===== src/rtl/prv32_divider.sv =====
// Iterative RV32M divide/remainder unit (DIV, DIVU, REM, REMU) using radix-2 restoring division.
// Computes one quotient bit per cycle, with a valid/ready handshake on both the operand and result sides.
module prv32_divider #(
  parameter int XLEN = 32
) (
  input  logic            clk,
  input  logic            rst,
  input  logic            in_valid,
  output logic            in_ready,
  input  logic [XLEN-1:0] a,
  input  logic [XLEN-1:0] b,
  input  logic [1:0]      op,
  output logic            out_valid,
  input  logic            out_ready,
  output logic [XLEN-1:0] r,
  output logic            dz
);

  localparam int CW = $clog2(XLEN);
  localparam logic [CW-1:0]   CNT_LAST  = CW'(XLEN - 1);
  localparam logic [XLEN-1:0] ALL_ONES  = {XLEN{1'b1}};
  localparam logic [XLEN-1:0] INT_MIN   = {1'b1, {(XLEN-1){1'b0}}};
  localparam logic [XLEN-1:0] ZERO_WORD = {XLEN{1'b0}};

  typedef enum logic [1:0] {
    IDLE = 2'd0,
    CALC = 2'd1,
    DONE = 2'd2
  } state_t;

  // Two's-complement negate when neg is set; shared by the operand abs and the result sign fix.
  function automatic logic [XLEN-1:0] cond_neg(input logic [XLEN-1:0] x, input logic neg);
    logic [XLEN-1:0] res;
    if (neg) begin
      res = ~x + {{(XLEN-1){1'b0}}, 1'b1};
    end else begin
      res = x;
    end
    return res;
  endfunction

  state_t          state_r;
  logic [CW-1:0]   cnt_r;
  logic [XLEN-1:0] acc_r;
  logic [XLEN-1:0] q_r;
  logic [XLEN-1:0] babs_r;
  logic            is_rem_r;
  logic            neg_q_r;
  logic            neg_rem_r;

  logic            a_neg_s;
  logic            b_neg_s;
  logic [XLEN-1:0] aabs_s;
  logic [XLEN-1:0] babs_s;
  logic            bzero_s;
  logic            ovf_s;

  logic [XLEN:0]   acc_sh_s;
  logic [XLEN:0]   diff_s;
  logic [XLEN-1:0] acc_nxt_s;
  logic [XLEN-1:0] q_nxt_s;
  logic [XLEN-1:0] res_s;

  // Accept-cycle operand decode: signs, magnitudes and the two early-exit cases.
  always_comb begin
    a_neg_s = ~op[0] & a[XLEN-1];
    b_neg_s = ~op[0] & b[XLEN-1];
    aabs_s  = cond_neg(a, a_neg_s);
    babs_s  = cond_neg(b, b_neg_s);
    bzero_s = (b == ZERO_WORD);
    ovf_s   = ~op[0] & (a == INT_MIN) & (b == ALL_ONES);
  end

  // One restoring step plus the sign-fixed result used on the final step.
  always_comb begin
    acc_sh_s = {acc_r, q_r[XLEN-1]};
    diff_s   = acc_sh_s - {1'b0, babs_r};
    if (acc_sh_s >= {1'b0, babs_r}) begin
      acc_nxt_s = diff_s[XLEN-1:0];
      q_nxt_s   = {q_r[XLEN-2:0], 1'b1};
    end else begin
      acc_nxt_s = acc_sh_s[XLEN-1:0];
      q_nxt_s   = {q_r[XLEN-2:0], 1'b0};
    end
    if (is_rem_r) begin
      res_s = cond_neg(acc_nxt_s, neg_rem_r);
    end else begin
      res_s = cond_neg(q_nxt_s, neg_q_r);
    end
  end

  // Control FSM with registered handshake outputs and result.
  always_ff @(posedge clk) begin
    if (rst) begin
      state_r   <= IDLE;
      in_ready  <= 1'b1;
      out_valid <= 1'b0;
      r         <= ZERO_WORD;
      dz        <= 1'b0;
      cnt_r     <= {CW{1'b0}};
      acc_r     <= ZERO_WORD;
      q_r       <= ZERO_WORD;
      babs_r    <= ZERO_WORD;
      is_rem_r  <= 1'b0;
      neg_q_r   <= 1'b0;
      neg_rem_r <= 1'b0;
    end else begin
      case (state_r)
        IDLE: begin
          if (in_valid) begin
            dz        <= 1'b0;
            is_rem_r  <= op[1];
            neg_q_r   <= a_neg_s ^ b_neg_s;
            neg_rem_r <= a_neg_s;
            babs_r    <= babs_s;
            acc_r     <= ZERO_WORD;
            q_r       <= aabs_s;
            cnt_r     <= CNT_LAST;
            in_ready  <= 1'b0;
            if (bzero_s) begin
              r         <= op[1] ? a : ALL_ONES;
              dz        <= 1'b1;
              out_valid <= 1'b1;
              state_r   <= DONE;
            end else if (ovf_s) begin
              r         <= op[1] ? ZERO_WORD : INT_MIN;
              out_valid <= 1'b1;
              state_r   <= DONE;
            end else begin
              state_r   <= CALC;
            end
          end else begin
            state_r <= IDLE;
          end
        end
        CALC: begin
          acc_r <= acc_nxt_s;
          q_r   <= q_nxt_s;
          if (cnt_r == {CW{1'b0}}) begin
            r         <= res_s;
            out_valid <= 1'b1;
            state_r   <= DONE;
          end else begin
            cnt_r   <= cnt_r - {{(CW-1){1'b0}}, 1'b1};
            state_r <= CALC;
          end
        end
        DONE: begin
          // Result stays frozen until the consumer takes it; no same-cycle re-accept.
          if (out_ready) begin
            out_valid <= 1'b0;
            in_ready  <= 1'b1;
            state_r   <= IDLE;
          end else begin
            state_r <= DONE;
          end
        end
        default: begin
          state_r   <= IDLE;
          in_ready  <= 1'b1;
          out_valid <= 1'b0;
        end
      endcase
    end
  end

endmodule


===== config.mk =====
export PLATFORM = sky130hd
export DESIGN_NAME = prv32_divider
export DESIGN_NICKNAME = d
export VERILOG_FILES = /design/src/rtl/prv32_divider.sv
export SDC_FILE = /design/constraint.sdc
export NUM_CORES = 1
export LEC_CHECK = 0
export ABC_AREA = 0
export BUFFER_PORTS_ARGS = -buffer_cell sky130_fd_sc_hd__buf_2
export CAP_MARGIN = 25
export CORE_UTILIZATION = 60
export DETAILED_ROUTE_END_ITERATION = 8
export HOLD_SLACK_MARGIN = 0.08
export PLACE_DENSITY_LB_ADDON = 0.12
export SETUP_SLACK_MARGIN = 0.05
export SKIP_LAST_GASP = 1
export SLEW_MARGIN = 20
export SYNTH_ARGS = -nofsm -noshare
export SYNTH_HDL_FRONTEND = slang
export SYNTH_SLANG_ARGS = --single-unit

===== constraint.sdc =====
create_clock -name clk -period 7.05 [get_ports clk]
set_input_delay 0.705 -clock clk [delete_from_list [all_inputs] [get_ports clk]]
set_output_delay 0.705 -clock clk [all_outputs]
set_load 0.01 [all_outputs]

## After elaboration in Yosys (flattened, before gate mapping)

Cells that the tools add are included.

| word-level totals | value |
|---|---|
| register bits after elaboration | 141 |

| cells by class | value |
|---|---|
| muxes and demuxes | 37 |
| reduce and logical (&&, ||, !) cells | 10 |
| order comparisons | 1 |
| add/subtract/negate cells | 6 |
| bitwise gates (word level) | 11 |
| equal/unequal tests | 9 |

Operators by type and width:

| cell | number |
|---|---|
| $mux W32 | 14 |
| $pmux W32 S2 | 3 |
| $add A32 B1 Y32 const B | 4 |
| $not A32 Y32 | 4 |
| $eq A32 B32 Y1 const B | 2 |
| $ge A33 B32 Y1 | 1 |
| $logic_not A32 Y1 | 1 |
| $sub A32 B32 Y32 | 1 |
| $mux W2 | 5 |
| $mux W5 | 2 |
| $pmux W5 S2 | 1 |
| $mux W1 | 9 |
| $ne A2 B2 Y1 const B | 4 |
| $reduce_and A4 Y1 | 2 |
| $pmux W1 S3 | 2 |
| $pmux W2 S3 | 1 |
| $reduce_and A3 Y1 | 2 |
| $logic_not A5 Y1 | 1 |
| $sub A5 B1 Y5 const B | 1 |
| $and A1 B1 Y1 | 4 |
| $reduce_and A2 Y1 | 2 |
| $ne A3 B3 Y1 const B | 1 |
| $eq A2 B1 Y1 const B | 1 |
| $eq A2 B2 Y1 const B | 1 |
| other kinds (4) | 5 |

## Longest topological paths before layout

| depth | value |
|---|---|
| depth in word-level cells | 8 |
| mapped depth | 24 |

## Worst setup path before layout

No wires, ideal clock.

| timing path | value |
|---|---|
| kind | register to register |
| from | register babs_r[10] |
| to | register r[30] |
| data arrival time | 5207 ps |
| clock period less this slack | 5323 ps |
| slack | 1727 ps |
| stages on the path, launching flop included | 24 |
| setup time | 116 ps |
| buffers on the path | 5 |
| cells stage by stage | dfxtp_1 > inv_1 > ha_1 > clkbuf_1 > a21oi_1 > o21ai_0 > a22oi_1 > a31oi_1 > or2_4 > buf_6 > clkbuf_1 > buf_2 > buf_1 > nand2_1 > o21ai_0 > ha_1 > inv_1 > nor4_1 > nand4_1 > mux2i_1 > o211ai_1 > nor3_1 > mux2_2 > o211a_1 |

| on the way | value |
|---|---|
| cells in the longest elaborated chain, start to end | 8 |
| elaborated cells on any way between the ends | 13 |

RTL lines:

| element | RTL line | text |
|---|---|---|
| start, declared | 46 | `logic [XLEN-1:0] babs_r;` |
| start signal, assigned | 115 | `babs_r <= babs_s;` |
| $sub A32 B32 Y32 or $ge A33 B32 Y1 (tied branches) | 77, 78 |  |
| $mux W32 or $mux W1 (tied branches) | 78 | `if (acc_sh_s >= {1'b0, babs_r}) begin` |
| $not A32 Y32 | 35 | `res = ~x + {{(XLEN-1){1'b0}}, 1'b1};` |
| $add A32 B1 Y32 | 35 |  |
| $mux W32 | 34 | `if (neg) begin` |
| $mux W32 (*) | 85 | `if (is_rem_r) begin` |
| $mux W32 (*) | 139 | `if (cnt_r == {CW{1'b0}}) begin` |
| $pmux W32 S2 (*) | 108 | `case (state_r)` |
| end signal, assigned | 121 | `r <= op[1] ? a : ALL_ONES;` |
| end signal, assigned | 126 | `r <= op[1] ? ZERO_WORD : INT_MIN;` |
| end signal, assigned | 140 | `r <= res_s;` |
| end, declared | 15 | `output logic [XLEN-1:0] r,` |

Every way passes the cells marked *; elsewhere a longest branch is shown, timed or not. The select of a mux whose other input is x is not followed.
A chain may end at the register's enable or synchronous reset.

## Final worst setup path

| timing path | value |
|---|---|
| from | register acc_r[9] |
| to | register r[30] |

| on the way | value |
|---|---|
| cells in the longest elaborated chain, start to end | 8 |
| elaborated cells on any way between the ends | 13 |

RTL lines:

| element | RTL line | text |
|---|---|---|
| start, declared | 44 | `logic [XLEN-1:0] acc_r;` |
| start signal, assigned | 137 | `acc_r <= acc_nxt_s;` |
| $sub A32 B32 Y32 or $ge A33 B32 Y1 (tied branches) | 77, 78 |  |
| $mux W32 or $mux W1 (tied branches) | 78 |  |
| $not A32 Y32 | 35 |  |
| $add A32 B1 Y32 | 35 |  |
| $mux W32 | 34 |  |
| $mux W32 (*) | 85 |  |
| $mux W32 (*) | 139 |  |
| $pmux W32 S2 (*) | 108 |  |

Marked as above.

==> key figures <==
Global routing
  • Antenna violations before repair: 0
  • Largest net degree at the start of global routing: 87
  • First-pass GRT wire length: 61,600 um
  • Vias in the first global route: 11,100
  • Total grt overflow: 0
  • Tot GR Track Use: 39.7%

Die
  • IO Pins: 105
  • Die H: 141 um
  • Die ar.: between 0.015 and 0.02 sq mm
  • Rows: 50
  • Die width: 141 um
  • Initial Util: slightly above 60%
  • Core area: 0.0188 sq mm

Worst hold path
  • Min-Delay Path Class: register to register

Synth
  • EDFF count, synth: 0
  • Netlist cell types: 81
  • Ys async rst share: 0%
  • Seq/Total Area, Yosys: about a quarter
  • Synthesized netlist cell count: around 1,600
  • Post-Syn Area per Cell: roughly 7 sq um
  • Post-Syn Area: 0.0116 sq mm
  • Synthesis Warnings: 0
  • Post-Syn Nets: 1,743
  • #FFs+latches synth: 141
  • Primary FF master, synth: dfxtp_1

Cells and area
  • Area Growth Syn to Fin: 9.33%
  • Diode count: 0
  • Nets@finish: between 1,500 and 2,000
  • Cell area after layout: about 0.013 sq mm
  • Commonest non-fill, non-tap cell in the layout: nor2_1
  • Final Util: 67.5%
  • Most frequent cells in the layout: nor2_1 (192), nand2_1 (183), a21oi_1 (155)
  • Finished Layout Cells: 1,928
  • Ratio of cells with drive above 1 in the final layout: 11.1%
  • Fillers: approximately 1,700

Power
  • Worst VDD drop: 0.171 mV
  • PD cells: between 300 and 400 mW/mm^2
  • Design Power: approximately 3.9 mW
  • Leak Pwr: ~4.9 nW

Placement
  • DP Area: approximately 0.012 sq mm
  • Post-DP HPWL: ~29,000 um
  • I/O Buffers: 104
  • Worst slack, placed: 1.72 ns
  • Routability cong.: about 0.98
  • Cell count after placement: 1,895

STA
  • Crit share post-route: 78.1%
  • Worst Max-Slew Pin Slew: 1.04 ns
  • Final worst slack: roughly 1.5 ns
  • Setup-failing EPs final: 0
  • Max-slew violations: 0
  • Setup TNS: 0 ns
  • Min Clock Period, post-route: between 5 and 6 ns
  • Max Fclk: approximately 0.18 GHz
  • Max-slew headroom: about 30%
  • Hold Vio Cnt, Final: 0
  • Unrepaired setup endpoints after global routing: no
  • Hold slack: 0.454 ns
  • Clock skew: 0.0112 ns

Routing
  • Vias per std cell: 6.60
  • DRC Markers: 0
  • Post-Route WL: 39,700 um
  • Routed vias: 12,700
  • Drt first pass iters: 8
  • WL per Instance: 20.6 um
  • Iter 0 DRT Violations: 1,630
  • Antenna viol nets, final: 0

Clock tree
  • Clock Latency Late Sink: 0.44 ns
  • Worst-case clock buffer depth: 2
  • Post-CTS sizing: 0
  • Hold-fix buffers, CTS: 0
  • Sink Count: 141
  • CTS tree: yes
  • Total CTS buffers: 17
  • Post-CTS setup buffers: 0
  • H-tree depth: 4
  • CTS root buf: clkbuf_16
  • Clock transition at the registers of the reported paths: 0.07 ns

Status
  • Outcome: finished, final reports clean

Critical path
  • Slowest stage delay, CP: 0.52 ns
  • CP cell instances: ha_1, a21oi_1, o21ai_0, a22oi_1, a31oi_1, or2_4, mux2i_1, ha_1, inv_1, nor4_1, nand4_1, mux2i_1, o211ai_1, nor3_1, mux2_2, o211a_1
  • Critical path required time: 7.38 ns
  • Critical path type: register to register
  • Critical path capture point type: register
  • Crit start category: register
  • Worst path slowest cell: ha_1
  • Arrival time at the worst endpoint: between 5 and 6 ns
  • CP Max Fanout: 34

Flow run
  • Max_cap viols: 0
-- power by group --
part	leakage, nW	switching, mW	total (mW)	internal, mW
sequential	1.15	0.0990	0.979	0.880
combinational	3.52	1.30	1.99	0.696
clock	0.270	0.420	0.893	0.472
total	4.95	1.82	3.86	2.05
-- worst max-delay path: cells and delay by family (launching register included) --
| family | cells | cell delay (ns) |
|---|---|---|
| AOI/OAI and AO/OA | 6 | 1.74 |
| adders and majority gates | 2 | 0.77 |
| buffers and inverters | 1 | 0.07 |
| DFF | 1 | 0.37 |
| muxes | 3 | 0.98 |
| and+or+nand+nor | 4 | 1.45 |
-- routing by layer --
| metal | vias to the layer above | share of wire [%] | GRT usage (%) |
|---|---|---|---|
| met5 | - | 0 | 0 |
| met1 | 5892 | 43 | 56.1 |
| met3 | 87 | 11 | 7.95 |
| met4 | 0 | 2.5 | 12.0 |
| li1 | 6014 | - | - |
| met2 | 726 | 44 | 60.5 |
-- cells in the mapped netlist, types with 5 or more instances --
cell type  instances  area, sq um
nor2b_1            8         50.1
a311oi_1          13          114
nor3b_1            5         37.5
mux2i_1           19          190
a22oi_1           37          278
nor4_1            18          113
buf_1             10         37.5
nand2b_1          16          100
nand4_1           26          163
and4_1             7         61.3
ha_1              38          475
xnor2_1           61          534
o21ai_0           90          450
or3_1             23          144
o211ai_1          14          105
a21oi_1          155          776
a31oi_1           34          213
clkbuf_1          98          368
o41ai_1           14          123
inv_1             53          199
a21o_1            11         82.6
and3_1            10         62.6
o31ai_1           32          240
buf_2              6         30.0
nand2_1          184          691
o21a_1             6         45.0
a211o_1            9         78.8
xor2_1            62          543
nor2_1           194          728
dfxtp_1          141         2820
mux2_2             7         78.8
a211oi_1          41          308
or2_2              5         31.3
nor3_1            52          260
or4_1              9         67.6
nand3_1           35          175
and2_1            10         62.6
-- cell families (layout without fill, tap and decap cells) --
kind of cell	after synthesis	count (layout)	synth area share, %
simple gates	616	616	24.8
fa+ha+maj	39	39	4.26
flops	141	141	24.3
mux	26	26	2.31
xor+xnor	123	123	9.27
compound gates	517	517	29.2
buf+inv	172	206	5.82
-- state kept, by name, indices dropped and copies added (netlist names) --
| register | count |
|---|---|
| is_rem_r | 1 |
| in_ready | 1 |
| q_r | 32 |
| neg_rem_r | 1 |
| acc_r | 32 |
| out_valid | 1 |
| babs_r | 32 |
| dz | 1 |
| r | 32 |
| cnt_r | 5 |
| neg_q_r | 1 |
| state_r | 2 |
-- final timing paths --
kind	startpoint	endpoint	slack (ns)	cells past startpoint
max	acc_r[9]	r[30]	1.54	16
min	babs_r[22]	babs_r[22]	0.45	2
max reg2reg	acc_r[9]	r[30]	1.54	16
min reg2reg	babs_r[22]	babs_r[22]	0.45	2
-- layout make-up --
class                      count  area, sq um  area share [%]
sequential                   141         2820            22.2
multi-input combinational   1321         8140            64.1
tap                          260          325            2.56
timing repair buffer         120          651            5.12
clock inverter                14          123           0.965
clock buffer                  18          439            3.46
inverter                      54          203            1.60
No activity file was read; power rests on OpenSTA's default activity.
